### config.mk
export PLATFORM = sky130hd
export DESIGN_NAME = alu_result_buffer
export DESIGN_NICKNAME = d
export VERILOG_FILES = /design/src/rtl/alu_result_buffer_pkg.sv /design/src/rtl/alu_result_buffer.sv
export SDC_FILE = /design/constraint.sdc
export NUM_CORES = 1
export LEC_CHECK = 0
export ABC_CLOCK_PERIOD_IN_PS = 2100
export CAP_MARGIN = 25
export CORE_MARGIN = 2
export CORE_UTILIZATION = 47
export CTS_BUF_LIST = sky130_fd_sc_hd__clkbuf_16
export DETAILED_ROUTE_END_ITERATION = 10
export GPL_ROUTABILITY_DRIVEN = 0
export PLACE_DENSITY = 0.83
export RECOVER_POWER = 50
export SLEW_MARGIN = 25
export SYNTH_ARGS = -nofsm -noshare
export SYNTH_HDL_FRONTEND = slang
export SYNTH_SLANG_ARGS = --single-unit
### constraint.sdc
create_clock -name clk -period 2.1 [get_ports clk]
set_input_delay 0.42 -clock clk [delete_from_list [all_inputs] [get_ports clk]]
set_output_delay 0.42 -clock clk [all_outputs]
set_load 0.01 [all_outputs]
### src/rtl/alu_result_buffer_pkg.sv
// Shared constants and entry layout for the likeALU result-capture path.
package alu_result_buffer_pkg;

  // Widths shared with likeALU and its bench.
  localparam int unsigned ALU_W     = 5;
  localparam int unsigned ALU_SEL_W = 2;

  // Packed entry layout {sel, zero, data}, LSB first: data, then zero, then sel.
  localparam int unsigned ENTRY_DATA_LSB = 0;
  localparam int unsigned ENTRY_ZERO_BIT = ALU_W;
  localparam int unsigned ENTRY_SEL_LSB  = ALU_W + 1;
  localparam int unsigned ENTRY_W        = ALU_SEL_W + 1 + ALU_W;

  typedef struct packed {
    logic [ALU_SEL_W-1:0] sel;
    logic                 zero;
    logic [ALU_W-1:0]     data;
  } alu_entry_t;

endpackage

### src/rtl/alu_result_buffer.sv
// Show-ahead FIFO capturing likeALU results tagged with their select and a zero flag.
module alu_result_buffer
  import alu_result_buffer_pkg::*;
#(
  parameter int unsigned DATA_W = ALU_W,
  parameter int unsigned SEL_W  = ALU_SEL_W,
  parameter int unsigned DEPTH  = 4,
  parameter int unsigned CNT_W  = $clog2(DEPTH) + 1
) (
  input  logic              clk,
  input  logic              rst_n,
  input  logic              wr_en,
  input  logic [DATA_W-1:0] wr_data,
  input  logic [SEL_W-1:0]  wr_sel,
  input  logic              rd_ready,
  output logic              rd_valid,
  output logic [DATA_W-1:0] rd_data,
  output logic [SEL_W-1:0]  rd_sel,
  output logic              rd_zero,
  output logic [CNT_W-1:0]  count,
  output logic              full,
  output logic              empty,
  output logic              overflow,
  input  logic              ovf_clr
);

  localparam int unsigned PTR_W    = $clog2(DEPTH);
  localparam int unsigned ENT_W    = SEL_W + 1 + DATA_W;
  // Same {sel, zero, data} ordering as the package layout, scaled to the parameters.
  localparam int unsigned ZERO_BIT = DATA_W;
  localparam int unsigned SEL_LSB  = DATA_W + 1;

  logic [ENT_W-1:0] mem_q [DEPTH];
  logic [PTR_W-1:0] wptr_q, wptr_d;
  logic [PTR_W-1:0] rptr_q, rptr_d;
  logic [CNT_W-1:0] count_q, count_d;
  logic             ovf_q, ovf_d;
  logic             push, pop, drop;
  logic [ENT_W-1:0] head;

  // Handshake decode; a full FIFO still accepts a push when the head leaves this cycle.
  always_comb begin
    empty = (count_q == '0);
    full  = (count_q == CNT_W'(DEPTH));
    pop   = !empty && rd_ready;
    push  = wr_en && (!full || pop);
    drop  = wr_en && full && !pop;
  end

  // Next-state for pointers, occupancy and the sticky overflow flag (set beats clear).
  always_comb begin
    wptr_d  = wptr_q;
    rptr_d  = rptr_q;
    count_d = count_q;
    ovf_d   = ovf_q;
    if (push) wptr_d = wptr_q + PTR_W'(1);
    if (pop)  rptr_d = rptr_q + PTR_W'(1);
    if (push && !pop) begin
      count_d = count_q + CNT_W'(1);
    end else if (pop && !push) begin
      count_d = count_q - CNT_W'(1);
    end
    if (drop) begin
      ovf_d = 1'b1;
    end else if (ovf_clr) begin
      ovf_d = 1'b0;
    end
  end

  // Control state with asynchronous reset; storage itself is left unreset.
  always_ff @(posedge clk or negedge rst_n) begin
    if (!rst_n) begin
      wptr_q  <= '0;
      rptr_q  <= '0;
      count_q <= '0;
      ovf_q   <= 1'b0;
    end else begin
      wptr_q  <= wptr_d;
      rptr_q  <= rptr_d;
      count_q <= count_d;
      ovf_q   <= ovf_d;
    end
  end

  // Entry storage; zero flag is captured at push time so consumers need not decode data.
  always_ff @(posedge clk) begin
    if (push) begin
      mem_q[wptr_q] <= {wr_sel, (wr_data == '0), wr_data};
    end
  end

  // Show-ahead read of the head entry, gated to zero while nothing is held.
  always_comb begin
    head     = mem_q[rptr_q];
    rd_valid = !empty;
    rd_data  = rd_valid ? head[DATA_W-1:0] : '0;
    rd_zero  = rd_valid ? head[ZERO_BIT] : 1'b0;
    rd_sel   = rd_valid ? head[SEL_LSB +: SEL_W] : '0;
    count    = count_q;
    overflow = ovf_q;
  end

endmodule

=== After elaboration in Yosys (flattened, before gate mapping) ===
Memory sizes are Yosys's and may differ from the RTL's.
Cells that the tools add are included.

* Input bits: 12
* Logic and storage cells: 34
* Memories: 1
* Memory bits (writable): 32
* Output and inout bits: 15
* Register bits: 8

* Reduce and logical (&&, ||, !) cells: 15
* $add $sub $neg: 4
* Multiplexer cells: 9
* Eq/ne operators: 1

{| class="wikitable"
|+ Memory list
! name !! depth !! bits a word !! rd ports !! clocked after Yosys merged registers in !! wr ports !! RTL line !! text
|-
| mem_q || 4 || 8 || 1 || 0 || 1 || alu_result_buffer.sv:33 || <nowiki>logic [ENT_W-1:0] mem_q [DEPTH];</nowiki>
|}

{| class="wikitable"
|+ Operators by type and width
! operator !! number
|-
| $logic_and A1 B1 Y1 || 6
|-
| $mux W3 || 2
|-
| $logic_not A5 Y1 || 1
|-
| $mux W1 || 5
|-
| $mux W5 || 1
|-
| $add A2 B1 Y2 const B || 2
|-
| $logic_not A1 Y1 || 4
|-
| $reduce_bool A2 Y1 || 2
|-
| $add A3 B1 Y3 const B || 1
|-
| $eq A3 B3 Y1 const B || 1
|-
| $logic_not A3 Y1 || 1
|-
| $sub A3 B1 Y3 const B || 1
|-
| $mux W2 || 1
|-
| $logic_or A1 B1 Y1 || 1
|}

=== Longest topological paths before layout ===
Gate-level depths: netlist of run 1.

* Word-level depth: 9
* Depth in mapped cells: 8
* Depth with buffers taken out: 8

=== Worst setup path after synthesis of run 1 ===
No wires, ideal clock.

* Path type: flip-flop to flip-flop
* Start: register count_q[0] (netlist: count[0])
* End: register count_q[1] (netlist: count[1])
* Setup slack: -0.056 ns
* Path buffers: 0
* Setup time: 0.125 ns
* Required time: 1.975 ns
* Cell stages (with the launch flop): 7
* Clock period less this slack: 2.156 ns
* Data arrival time: 2.031 ns
* Path through: dfrtp_1 -> or3b_1 -> o21a_4 -> ha_1 -> inv_1 -> fa_1 -> mux2_2

* Elaborated cells between the ends (all ways): 16
* Classes of those cells: add/sub: 2; eq/ne: 1; mux: 2; reduce/logical: 11

{| class="wikitable"
|+ RTL lines
! what !! RTL line !! text
|-
| start, declared || alu_result_buffer.sv:36 || <nowiki>logic [CNT_W-1:0] count_q, count_d;</nowiki>
|-
| start signal, assigned || alu_result_buffer.sv:80 || <nowiki>count_q <= count_d;</nowiki>
|-
| $logic_not A3 Y1 || alu_result_buffer.sv:43 || <nowiki>empty = (count_q == '0);</nowiki>
|-
| $logic_not A1 Y1 || alu_result_buffer.sv:45 || <nowiki>pop = !empty && rd_ready;</nowiki>
|-
| $logic_and A1 B1 Y1 || alu_result_buffer.sv:45 ||
|-
| $logic_or A1 B1 Y1 (*) || alu_result_buffer.sv:46 || <nowiki>push = wr_en && (!full || pop);</nowiki>
|-
| $logic_and A1 B1 Y1 (*) || alu_result_buffer.sv:46 ||
|-
| named net push || alu_result_buffer.sv:38 || <nowiki>logic push, pop, drop;</nowiki>
|-
| $logic_and A1 B1 Y1 (*) || alu_result_buffer.sv:58 || <nowiki>if (push && !pop) begin</nowiki>
|-
| $mux W3 (*) || alu_result_buffer.sv:58 ||
|-
| named net count_d[1] || alu_result_buffer.sv:36 ||
|}

Mark *: on every way through the listed nets, which the timed path passes. The rest lies on a longest branch. The select of a mux whose other input is x is not followed.
A chain may end at the register's enable or synchronous reset.

=== Worst setup path in the final report of run 1 ===
Same ends and word-level chain as after synthesis.

==> impl_metrics.csv, run 1 <==
group,metric,value,unit
floorplan,row_count,21,
power,power_switching,0.976,mW
synthesis,yosys_warnings,0,
cts,path_clk_slew,0.05,ns
synthesis,synthCells,93,
route,drt_wl_total,3.10,mm
placement,dpl.hpwl,2.15,mm
cts,numCtsBuffers,5,
floorplan,fp.dieH,63.9,microns
grt,grt_pass1_wl,5.04,mm
setup_path,startpoint_type,"flip-flop",
power,seq_power_share,0.343,
timing,timing.fmax,470,MHz
power,powerDensity,1510,mW/mm^2
route,drtAntennaViolNets,0,
finish,drive_gt1_frac,0.381,
grt,grt_overflow,0,
setup_path,crit_required,2.27,ns
timing,finalCritPeriodShare,1.01,
timing,setup_viol,3,
finish,nets,156,
grt,grt_pass1_vias,1034,
timing,max_slew_margin,0.750,
setup_path,crit_path_cell_trace,"buf_6 -> or3b_4 -> o21a_1 -> ha_4 -> inv_2 -> fa_1 -> mux2_2",
run_status,outcome,"complete, but fails checks",
route,drt-pass1-iter-count,4,
synthesis,yosysUniqueCellTypes,22,
power,p_comb_frac,0.415,
floorplan,initial_core_util,0.497,
power,ir_drop,1000,uV
synthesis,synth_fp_nets,111,
setup_path,critPathMaxFanout,2,
run_status,violations,"setup timing",
power,design_power_total,3.47,mW
grt,grt_use_total,0.179,
placement,portBuffers,26,
synthesis,netlist_area,0.00169,sq mm
timing,setup_tns,-0.0559,ns
power,power_leakage,0.903,nW
timing,tightestPinTransition,0.373,ns
finish,synthToLayoutAreaGrowth,36.5,%
run,drv_cap,0,
synthesis,syn_area_per_cell,18.1,sq um
finish,final_cell_area,0.00230,sq mm
cts,clk_latency,0.29,ns
timing,clock_skew,0.00323,ns
cts,clock_sinks,40,
cts,cts_tree,"built",
power,clkPwrFrac,0.242,
timing,finalHoldViolations,0,
setup_path,critical_path_class,"reg -> reg",
timing,slew_viol_final,0,
setup_path,crit_path_end_kind,"flip-flop",
timing,rsz0062_at_grt,"yes",
route,drtIter0Drc,62,
floorplan,top_level_ports,27,
setup_path,slowest_delay,0.40,ns
route,wl_per_cell,16.8,microns
floorplan,core,0.00339,sq mm
placement,placed_area,0.00210,sq mm
setup_path,slowest_stage,"dfrtp_2",
timing,min_period,2.13,ns
synthesis,yosysSeqAreaShare,0.689,
placement,place_ws,-0.0833,ns
power,p_int,2.49,mW
finish,n_antenna_cell,0,
cts,clockBufferDepth,2,
grt,grt_max_degree,13,
power,sw_frac_of_total,0.281,
hold_path,worstHoldPathType,"in -> async",
synthesis,synth_seq_cells,40,
grt,antenna_found_initial,0,
route,viasPerCell,5.05,
route,drc,0,
timing,fin_ws,-0.0284,ns
route,num_vias,934,
setup_path,arrival,2.30,ns
floorplan,die-area,0.00408,sq mm
floorplan,dieWidth,63.9,microns
cts,root_buffer,"clkbuf_16",
cts,cts_hold_buf,0,
cts,h-tree-depth,2,
-- per-layer routing --
layer / part of all wire / routed length, microns / global-route usage / vias to the layer above
met5: 0 / 0 / 0 / -
met4: 0.020 / 63 / 0.0761 / 0
met3: 0.048 / 148 / 0.0810 / 6
met2: 0.56 / 1730 / 0.309 / 18
met1: 0.38 / 1170 / 0.188 / 476
li1: - / - / - / 434
-- sequential cells by signal, summed over array words and instances, names as in the netlist --
register and cells:
count 3, mem_q 32, rptr_q 2, wptr_q 2, overflow 1
-- through the flow --
stage / hold WS [ns] / util / instances
2_1_floorplan: 0.124 / - / 93
6_report: 0.484 / 0.679 / 185
4_1_cts: 0.432 / 0.681 / 186
3_5_place_dp: 0.532 / 0.618 / 173
3_3_place_gp: 0.519 / 0.618 / 173
5_1_grt: 0.507 / 0.679 / 185
-- area by class of cell --
class                      instances  area [sq um]
fill                             217          1090
tap                               46          57.6
sequential                        40          1160
timing repair buffer              41           387
multi-input combinational         43           502
clock inverter                     3          38.8
inverter                           7          26.3
clock buffer                       5           125
-- synthesized netlist by cell type --
cell type  count  area share
fa_1           1       0.012
or3b_1         1      0.0052
xor2_1         2       0.010
or3_2          1      0.0045
and2_1         8       0.030
mux2_2         1      0.0067
inv_1          7       0.016
buf_2          1      0.0030
o21a_4         1      0.0089
ha_1           5       0.037
o32ai_1        1      0.0052
mux4_2         8        0.11
nand2_1        1      0.0022
edfxtp_1      32        0.57
nand3_1        1      0.0030
or4_1          1      0.0045
nor2_1         2      0.0045
mux2_4         1      0.0089
clkbuf_1       2      0.0045
dfrtp_1        8        0.12
and2_2         4       0.018
xnor2_1        4       0.021
-- path summary, 6_finish.rpt --
kind                       cells after the start     start  slack (ns)        to
setup / recovery                               7  count[0]       -0.03  count[1]
hold / removal                                 1     rst_n        0.48  overflow
setup reg to reg                               7  count[0]       -0.03  count[1]
hold reg to reg                                2  overflow        0.55  overflow
max in group asynchronous                      1     rst_n        1.32  count[0]
min in group clk                               2  overflow        0.55  overflow
-- cells by family (layout without fill, tap and decap cells) --
group,after synthesis,after routing,synth area share
buf+inv,10,56,0.0230
flops,40,40,0.689
fa+ha+maj,6,6,0.0490
xor+xnor,6,6,0.0312
mux,10,10,0.122
compound gates,2,2,0.0141
simple gates,19,19,0.0713
-- critical path, delay by kind of cell (launching register included) --
family	cells	cell delay (ns)
mux	1	0.27
compound gates	1	0.23
buf+inv	2	0.16
flops	1	0.40
fa+ha+maj	2	0.57
simple gates	1	0.37
-- power by group through the flow --
| stage | combinational, mW | sequential, mW | clock, mW |
|---|---|---|---|
| final | 1.44 | 1.19 | 0.838 |
| after global placement | 1.32 | 1.18 | 0 |
| after global routing | 1.55 | 1.21 | 0.891 |
| after CTS | 1.43 | 1.19 | 0.845 |
| after detailed placement | 1.37 | 1.20 | 0 |
| after floorplan | 0.725 | 1.17 | 0 |
-- what timing repair did --
| action | 4_1_cts | 5_1_grt |
|---|---|---|
| setup buffers | 5 | 0 |
| endpoints found under the hold margin | 0 | 0 |
| pin swaps | 3 | 3 |
| setup endpoints to repair | 13 | 9 |
| resized for setup | 42 | 8 |
-- layout by cell type (no fill, tap or decap) --
cell type	count
nand2_1	1
clkbuf_4	1
or3b_4	1
buf_2	2
buf_12	1
ha_1	4
mux2_2	1
or3_1	1
xor2_1	2
buf_6	8
clkbuf_16	5
ha_4	1
clkinv_2	1
mux2_4	1
clkdlybuf4s15_1	1
clkbuf_2	1
dfrtp_1	5
dlygate4sd3_1	9
and2_1	4
inv_1	7
fa_1	1
buf_4	9
o32ai_1	1
o21a_1	1
clkdlybuf4s50_1	6
dlygate4sd2_1	3
nor2_1	2
xnor2_1	4
inv_2	1
mux4_2	8
and2_2	4
or4_1	1
and2_4	4
bufinv_16	1
nand3_1	1
edfxtp_1	32
dfrtp_2	3
Note: power is estimated with default switching activity, not from simulation.
==> run 2: changes to the inputs <==
--- a/config.mk
+++ b/config.mk
@@ -6,7 +6,7 @@
 export NUM_CORES = 1
 export LEC_CHECK = 0
 export ABC_CLOCK_PERIOD_IN_PS = 2100
-export CAP_MARGIN = 25
+export CAP_MARGIN = 40
 export CORE_MARGIN = 2
 export CORE_UTILIZATION = 47
 export CTS_BUF_LIST = sky130_fd_sc_hd__clkbuf_16
==> results of run 2 <==
Same layout as run 1: the final DEF is identical, and so are final timing and power.
==> run 3: changes to the inputs <==
--- a/config.mk
+++ b/config.mk
@@ -18,3 +18,4 @@
 export SYNTH_ARGS = -nofsm -noshare
 export SYNTH_HDL_FRONTEND = slang
 export SYNTH_SLANG_ARGS = --single-unit
+export TNS_END_PERCENT = 20
==> run 3 against run 2 <==
Against the previous run:
- the run still ends with setup timing left
- sequential power is essentially flat
- highest routed layer unchanged
- worst setup slack better by 0.012 ns
- count of clock-buffer cells in the layout is the same
- flip-flop and latch count unchanged
==> impl_metrics.csv, run 3 (same netlist as run 1, synthesis figures left out) <==
group,metric,value,unit
cts,clock_sinks,40,
finish,fin_cells,183,
finish,final_cell_mix,"32 x edfxtp_1, 9 x buf_4, 8 x mux4_2, 8 x dlygate4sd3_1",
setup_path,critical_path_class,"reg -> reg",
run,drv_cap,0,
route,viasPerCell,5.04,
timing,finalHoldViolations,0,
cts,cts_hold_buf,0,
timing,timing.fmax,472,MHz
route,drt-pass1-iter-count,4,
cts,path_clk_slew,0.06,ns
placement,portBuffers,26,
grt,grt_pass1_wl,4.91,mm
power,ir_drop,1050,uV
finish,n_antenna_cell,0,
route,drt-met1-wl,1.21,mm
finish,layout.core_utilization,0.667,
power,seq_power_share,0.357,
route,drtAntennaViolNets,0,
placement,place_inst,173,
power,clkPwrFrac,0.252,
power,powerDensity,1470,mW/mm^2
timing,tightestPinTransition,0.423,ns
setup_path,critPathMaxFanout,3,
finish,largest_reg_flops,32,
floorplan,initial_core_util,0.497,
floorplan,fp.dieH,63.9,microns
power,p_int,2.38,mW
timing,clock_skew,0.00401,ns
power,power_switching,0.953,mW
timing,rsz0062_at_grt,"yes",
setup_path,arrival,2.28,ns
timing,setup_viol,1,
run_status,violations,"setup timing",
cts,root_buffer,"clkbuf_16",
timing,max_slew_margin,0.718,
finish,synthToLayoutAreaGrowth,34.2,%
finish,fillers,223,
route,maxUsedRoutingLayer,"met4",
cts,h-tree-depth,2,
route,drt_wl_total,3.06,mm
power,power_leakage,0.881,nW
finish,nets,154,
grt,grt_overflow,0,
finish,drive_gt1_frac,0.380,
timing,fin_ws,-0.0164,ns
route,wl_per_cell,16.7,microns
hold_path,worstHoldPathType,"in -> async",
run_status,outcome,"complete, but fails checks",
timing,slew_viol_final,0,
floorplan,row_count,21,
floorplan,top_level_ports,27,
cts,clk_latency,0.29,ns
timing,hold_slack,0.483,ns
grt,grt_use_total,0.175,
finish,layout_commonest_cell,"edfxtp_1",
floorplan,core,0.00339,sq mm
power,sw_frac_of_total,0.286,
setup_path,crit_required,2.27,ns
grt,grt_max_degree,13,
timing,finalCritPeriodShare,1.01,
power,design_power_total,3.33,mW
power,p_comb_frac,0.391,
grt,grt_pass1_vias,1007,
floorplan,die-area,0.00408,sq mm
cts,clockBufferDepth,2,
route,drtIter0Drc,49,
placement,place_ws,-0.0833,ns
cts,numCtsBuffers,5,
setup_path,startpoint_type,"flip-flop",
finish,regMostFlops,"mem_q",
route,drc,0,
timing,min_period,2.12,ns
route,wl_met3,158,microns
setup_path,crit_path_end_kind,"flip-flop",
grt,antenna_found_initial,0,
route,num_vias,922,
floorplan,dieWidth,63.9,microns
cts,cts_tree,"built",
route,wl_met2,1.63,mm
placement,dpl.hpwl,2.15,mm
run 3: cell count changes in the layout (fill, tap and decap cells not counted), moves of 2 or more:
cell,before,now
buf_2,2,4
buf_6,8,3
clkbuf_2,1,4
and2_4,4,2
and2_1,4,6
run 3: path summary, 6_finish.rpt:
kind                               start  slack, ns  cells after the start  endpoint
worst max-delay path            count[0]      -0.02                      7  count[1]
worst min-delay path               rst_n       0.48                      1  overflow
worst max register to register  count[0]      -0.02                      7  count[1]
worst min register to register  overflow       0.55                      2  overflow
max in group asynchronous          rst_n       1.32                      1  count[0]
min in group clk                overflow       0.55                      2  overflow
run 3: stage by stage:
stage,cell area [sq um],TNS (ns)
after floorplan,1700,-0.00104
after global placement,2100,-0.0607
after detailed placement,2100,-0.182
after CTS,2270,-0.0719
after global routing,2260,-0.128
final,2260,-0.0164
run 3: metal layers:
layer / vias up / GRT usage
met1: 468 / 0.182
met4: 0 / 0.0734
met3: 6 / 0.0810
met2: 18 / 0.303
met5: - / 0
li1: 430 / -
run 3: critical path, stage by stage (launching register included):
cell	delay, ns
dfrtp_2	0.40
buf_6	0.12
or3b_4	0.38
o21a_4	0.22
ha_4	0.16
inv_2	0.05
fa_1	0.39
mux2_2	0.27
run 3: power by group through the flow:
stage                     combinational [mW]  sequential, mW  clock (mW)
final                                   1.30            1.19       0.840
after global routing                    1.41            1.21       0.889
after CTS                               1.32            1.19       0.845
after detailed placement                1.37            1.20           0
after global placement                  1.32            1.18           0
after floorplan                        0.725            1.17           0
run 3: cell type report:
class / count / area, sq um / share of cell area
Clock inverter: 3 / 38.8 / 0.0172
Timing Repair Buffer: 39 / 338 / 0.149
Tap cell: 46 / 57.6 / 0.0255
Multi-Input combinational cell: 43 / 512 / 0.226
Inverter: 7 / 26.3 / 0.0116
Sequential cell: 40 / 1160 / 0.515
Clock buffer: 5 / 125 / 0.0553
run 3: timing repair:
item                       in CTS  in global routing
gates cloned                    0                  0
setup endpoints to repair      13                 10
buffers inserted                1                  1
pin swaps                       1                  1
resized for setup              31                  8
